--- config.mk ---
export PLATFORM = sky130hd
export DESIGN_NAME = reg_status_ctrl
export DESIGN_NICKNAME = d
export VERILOG_FILES = /design/src/rtl/reg_status_ctrl.sv
export SDC_FILE = /design/constraint.sdc
export NUM_CORES = 1
export LEC_CHECK = 0
export BUFFER_PORTS_ARGS = -buffer_cell sky130_fd_sc_hd__buf_4
export CORE_MARGIN = 4
export CORE_UTILIZATION = 54
export CTS_BUF_LIST = sky130_fd_sc_hd__clkbuf_8
export CTS_CLUSTER_SIZE = 16
export DETAILED_ROUTE_END_ITERATION = 6
export GPL_TIMING_DRIVEN = 0
export PLACE_DENSITY = 0.86
export SKIP_LAST_GASP = 1
export SYNTH_ARGS = -nofsm -noshare
export SYNTH_HDL_FRONTEND = slang
export SYNTH_SLANG_ARGS = --single-unit
--- constraint.sdc ---
create_clock -name clk -period 10.3 [get_ports clk]
set_input_delay 3.09 -clock clk [delete_from_list [all_inputs] [get_ports clk]]
set_output_delay 3.09 -clock clk [all_outputs]
set_load 0.05 [all_outputs]
--- src/rtl/reg_status_ctrl.sv ---
// Register status controller: per-register busy/tag scoreboard, issue-time operand lookup
// with same-cycle commit forwarding, and the single regfile write port driven from ROB commits.
module reg_status_ctrl #(
  parameter int TAG_W = 3
) (
  input  logic             clk,
  input  logic             rst,
  input  logic             issue_valid,
  output logic             issue_ready,
  input  logic [4:0]       issue_rs1,
  input  logic [4:0]       issue_rs2,
  input  logic [4:0]       issue_rd,
  input  logic             issue_rd_we,
  input  logic [TAG_W-1:0] issue_tag,
  output logic             lk_valid,
  output logic             lk_rs1_busy,
  output logic             lk_rs2_busy,
  output logic [TAG_W-1:0] lk_rs1_tag,
  output logic [TAG_W-1:0] lk_rs2_tag,
  output logic             lk_rs1_fwd,
  output logic             lk_rs2_fwd,
  output logic [31:0]      lk_fwd_data1,
  output logic [31:0]      lk_fwd_data2,
  input  logic             commit_valid,
  input  logic [4:0]       commit_rd,
  input  logic [TAG_W-1:0] commit_tag,
  input  logic [31:0]      commit_data,
  input  logic             flush,
  output logic             rf_we,
  output logic [4:0]       rf_waddr,
  output logic [31:0]      rf_wdata,
  output logic [5:0]       busy_count
);

  typedef enum logic {RUN, DRAIN} mode_e;

  mode_e                     mode_q, mode_d;
  logic [31:0]               busy_q, busy_d;
  logic [31:0][TAG_W-1:0]    tag_q, tag_d;
  logic [5:0]                busy_count_q, busy_count_d;
  logic                      lk_valid_q, lk_valid_d;
  logic [1:0]                lk_busy_q, lk_busy_d;
  logic [1:0]                lk_fwd_q, lk_fwd_d;
  logic [1:0][TAG_W-1:0]     lk_tag_q, lk_tag_d;
  logic [1:0][31:0]          lk_data_q, lk_data_d;
  logic                      rf_we_q, rf_we_d;
  logic [4:0]                rf_waddr_q, rf_waddr_d;
  logic [31:0]               rf_wdata_q, rf_wdata_d;

  logic                      issue_acc;
  logic                      cmt_act;
  logic [1:0][4:0]           src;

  assign src       = {issue_rs2, issue_rs1};
  assign issue_acc = issue_valid && (mode_q == RUN) && !flush;
  assign cmt_act   = commit_valid && (commit_rd != 5'd0);

  always_comb begin
    mode_d       = mode_q;
    busy_d       = busy_q;
    tag_d        = tag_q;
    busy_count_d = '0;
    lk_valid_d   = issue_acc;
    lk_busy_d    = '0;
    lk_fwd_d     = '0;
    lk_tag_d     = '0;
    lk_data_d    = '0;
    rf_we_d      = cmt_act;
    rf_waddr_d   = cmt_act ? commit_rd : 5'd0;
    rf_wdata_d   = cmt_act ? commit_data : 32'd0;

    if (flush) begin
      mode_d = DRAIN;
    end else if (mode_q == DRAIN) begin
      mode_d = RUN;
    end

    // Lookups see the table before this issue's own rd update; a matching commit forwards.
    for (int s = 0; s < 2; s++) begin
      if (issue_acc && (src[s] != 5'd0) && busy_q[src[s]]) begin
        if (cmt_act && (commit_rd == src[s]) && (tag_q[src[s]] == commit_tag)) begin
          lk_fwd_d[s]  = 1'b1;
          lk_data_d[s] = commit_data;
        end else begin
          lk_busy_d[s] = 1'b1;
          lk_tag_d[s]  = tag_q[src[s]];
        end
      end
    end

    // Commit clears only when it retires the current producer; the issue update wins after it.
    if (cmt_act && (tag_q[commit_rd] == commit_tag)) begin
      busy_d[commit_rd] = 1'b0;
    end
    if (issue_acc && issue_rd_we && (issue_rd != 5'd0)) begin
      busy_d[issue_rd] = 1'b1;
      tag_d[issue_rd]  = issue_tag;
    end
    if (flush) begin
      busy_d = '0;
    end

    for (int i = 0; i < 32; i++) begin
      busy_count_d = busy_count_d + 6'(busy_d[i]);
    end
  end

  always_ff @(posedge clk or posedge rst) begin
    if (rst) begin
      mode_q       <= DRAIN;
      busy_q       <= '0;
      tag_q        <= '0;
      busy_count_q <= '0;
      lk_valid_q   <= 1'b0;
      lk_busy_q    <= '0;
      lk_fwd_q     <= '0;
      lk_tag_q     <= '0;
      lk_data_q    <= '0;
      rf_we_q      <= 1'b0;
      rf_waddr_q   <= '0;
      rf_wdata_q   <= '0;
    end else begin
      mode_q       <= mode_d;
      busy_q       <= busy_d;
      tag_q        <= tag_d;
      busy_count_q <= busy_count_d;
      lk_valid_q   <= lk_valid_d;
      lk_busy_q    <= lk_busy_d;
      lk_fwd_q     <= lk_fwd_d;
      lk_tag_q     <= lk_tag_d;
      lk_data_q    <= lk_data_d;
      rf_we_q      <= rf_we_d;
      rf_waddr_q   <= rf_waddr_d;
      rf_wdata_q   <= rf_wdata_d;
    end
  end

  assign issue_ready  = (mode_q == RUN);
  assign lk_valid     = lk_valid_q;
  assign lk_rs1_busy  = lk_busy_q[0];
  assign lk_rs2_busy  = lk_busy_q[1];
  assign lk_rs1_tag   = lk_tag_q[0];
  assign lk_rs2_tag   = lk_tag_q[1];
  assign lk_rs1_fwd   = lk_fwd_q[0];
  assign lk_rs2_fwd   = lk_fwd_q[1];
  assign lk_fwd_data1 = lk_data_q[0];
  assign lk_fwd_data2 = lk_data_q[1];
  assign rf_we        = rf_we_q;
  assign rf_waddr     = rf_waddr_q;
  assign rf_wdata     = rf_wdata_q;
  assign busy_count   = busy_count_q;

endmodule

==> impl_metrics.yaml <==
outcome:
  status: "finished, final reports clean"
global_route:
  use_met3_pct: 10.6
  track_usage_pct: 33.2
  antenna_found_initial: 1
  top_usage_layer: "met2"
  grt_use_met1_pct: 42.9
  grt_pass1_vias: 11300
  grtUsageMet2_pct: 50.9
  overflow: 0
  grt_max_degree: 102
  grt_pass1_wl_um: 70300
sta:
  finClkSkew_ns: 0.0205
  min_period_ns: 10.07
  fin_ws_ns: 0.235
  tightest_slew_ns: 1.26
  hold_viol: 0
  post-route-period-util_pct: 97.7
  fmax_ghz: 0.0994
  tns_ns: 0
  slew_headroom_pct: 15.1
  holdWs_ns: 0.510
  final_max_slew_viol_count: 0
  rsz0062_at_grt: "no"
  finalSetupViolations: 0
placement:
  port_buffers: 177
  dp_slack_ns: -0.416
  place_inst: 1645
  dp_hpwl_um: 34600
  gp_congestion: 1.02
floorplan:
  die_y_um: 166
  die_area_um2: 27500
  row_count: 57
  initial_utilization_pct: 55.2
  coreArea_um2: 24400
  die_w_um: 166
  pin_count: 184
pwr:
  powerDensity_nw_per_um2: 138
  p_leak_nw: 7.88
  ir_drop_v: 0.0000993
run:
  cap_violations: 0
drt:
  drcViolationCount: 0
  wirelength_um: 46100
  viasPerCell: 6.38
  via_count: 11000
  first_iter_violations: 1341
  drtAntennaViolNets: 0
  routedWlPerCell_um: 26.8
  first_pass_iters: 5
finish:
  final_layout_size_suffix_gt1_share_pct: 30.9
  final_util_pct: 66.1
  nNetsFinal: 1461
  synthToLayoutAreaGrowth_pct: 19.9
  fin_cells: 1720
  diodes: 0
worst_setup_path:
  end_kind: "flip-flop"
  crit_family: "adder cells"
  crit_arrival_ns: 10.52
  critPathKind: "input pin to flip-flop"
  cpMaxStageDelayCell: "nor3b_4"
  critPathMaxStageDelay_ns: 0.75
  worstPathCellList: "buf_4 > clkbuf_1 > nor3b_4 > nand2_1 > nor2_1 > and2_1 > clkbuf_1 > nand2_1 > a21oi_1 > o41ai_2 > fa_1 > inv_1 > fa_1 > fa_1 > fa_1 > fa_1 > inv_1 > fa_1 > inv_1 > ha_1 > a21o_1 > a21oi_1 > nor2b_1 > o21a_1"
  worstPathRequired_ns: 10.75
  path_buf_inv: 6
  start_kind: "input pin"
  crit_fanout: 10
  worst_path_most_repeated_cell: "fa_1"
clocking:
  clk_latency_ns: 0.57
  tritoncts: "built"
  h-tree-depth: 2
  cts_root_buffer: "clkbuf_8"
  cts-buffers-inserted: 43
  clkTransAtPathRegs_ns: 0.06
  clkSinkCount: 248
  clockBufferDepth: 3
synthesis:
  syn_inst: 1142
  async_flop_share_pct: 100
  syn_area_per_cell_um2: 11.8
  synth_nets: 1237
  synth_area_um2: 13500
  yosysWarnings: 0
  ys_types: 67
  synth-edff-count: 0
  synth_top_cell_by_area: "dfrtp_1"
  synth-seq-cells: 248
  synth_area_leaders: "dfrtp_1 (46%), mux4_2 (8.5%), mux2_2 (7.1%), mux2i_1 (5.4%), fa_1 (3.6%)"
  synth.top_cells.by_count: "dfrtp_1 (247), nand2_1 (116), mux2_2 (85), and2_1 (73), mux2i_1 (73)"
  synth-main-ff-cell: "dfrtp_1"
  yosysSeqAreaShare_pct: 46.1
  synth_top_area_share_pct: 45.9
  yosysMostFrequentCell: "dfrtp_1"
hold_path:
  hp-class: "flip-flop to flip-flop"
[power by group]
group	total (mW)	switching, mW	internal, mW
sequential	1.03	0.0256	1.00
clock	0.910	0.414	0.496
combinational	0.291	0.188	0.103
total	2.23	0.628	1.60
[stage by stage]
step                      total power, mW  area [um2]
after CTS                            2.23       16100
final                                2.23       16100
after global placement               1.32       15200
after detailed placement             1.33       15200
after global routing                 2.31       16100
after floorplan                      1.21       13500
[what timing repair did]
item | 4_1_cts | 5_1_grt
endpoints found under the setup margin | 0 | 4
buffers inserted | 0 | 0
hold buffers | 0 | 0
resized for setup | 0 | 5
[flip-flops by register name, summed over array words and instances (netlist names), 3 cells and up]
name / flops
lk_fwd_data1: 32
rf_wdata: 32
lk_rs1_tag: 3
busy_q: 32
busy_count: 6
tag_q: 96
lk_fwd_data2: 32
rf_waddr: 5
lk_rs2_tag: 3
[routing by layer]
layer  up-vias  part of all wire, %
li1       4588                    -
met1      5339                   37
met2       872                   45
met3       176                   12
met4         0                  5.8
met5         -                    0
[cell families after synthesis]
family                     share of synthesized area (%)
AOI/OAI and AO/OA                                   8.25
xor gates and xnor gates                            1.37
adders and majority gates                           4.22
buffers and inverters                               4.36
DFF                                                 46.1
muxes                                               21.1
and+or+nand+nor                                     14.6
[layout by cell type (no fill, tap or decap), types with 5 or more instances in the layout]
cell type	n
mux2_2	85
buf_2	25
a21oi_1	37
buf_4	181
a21o_1	6
and3_1	35
o22ai_1	29
nand3_1	7
nor2_1	36
dfrtp_1	247
mux2i_1	73
nand2b_1	6
o41ai_1	21
mux4_2	51
clkbuf_8	50
or4bb_1	6
and2_1	73
xnor2_1	9
nor3b_1	9
inv_1	60
xor2_1	12
buf_6	7
nor3_1	7
nor2b_1	9
ha_1	7
and3b_1	5
fa_1	24
nor4_1	7
nand2_1	116
o41a_1	11
a31oi_1	6
a311oi_1	8
clkbuf_1	45
[path summary, 6_finish.rpt]
check / startpoint / to / slack, ns / cells after the start
max: flush / busy_count[5] / 0.23 / 24
max in group asynchronous: rst / busy_q[2] / 6.50 / 4
max reg2reg: mode_q / busy_count[5] / 3.07 / 22
min reg2reg: tag_q[2] / tag_q[2] / 0.51 / 1
min: tag_q[2] / tag_q[2] / 0.51 / 1
min in group asynchronous: rst / rf_wdata[9] / 2.52 / 2
[area by class of cell]
class / count / area [um2]
buffer: 86 / 423
clock buffer: 50 / 688
clock inverter: 25 / 178
fill: 1835 / 8260
inverter: 44 / 173
multi-input combinational: 764 / 6670
sequential: 248 / 6210
tap: 324 / 405
timing repair buffer: 179 / 1380
(Power assumes the default switching activity.)
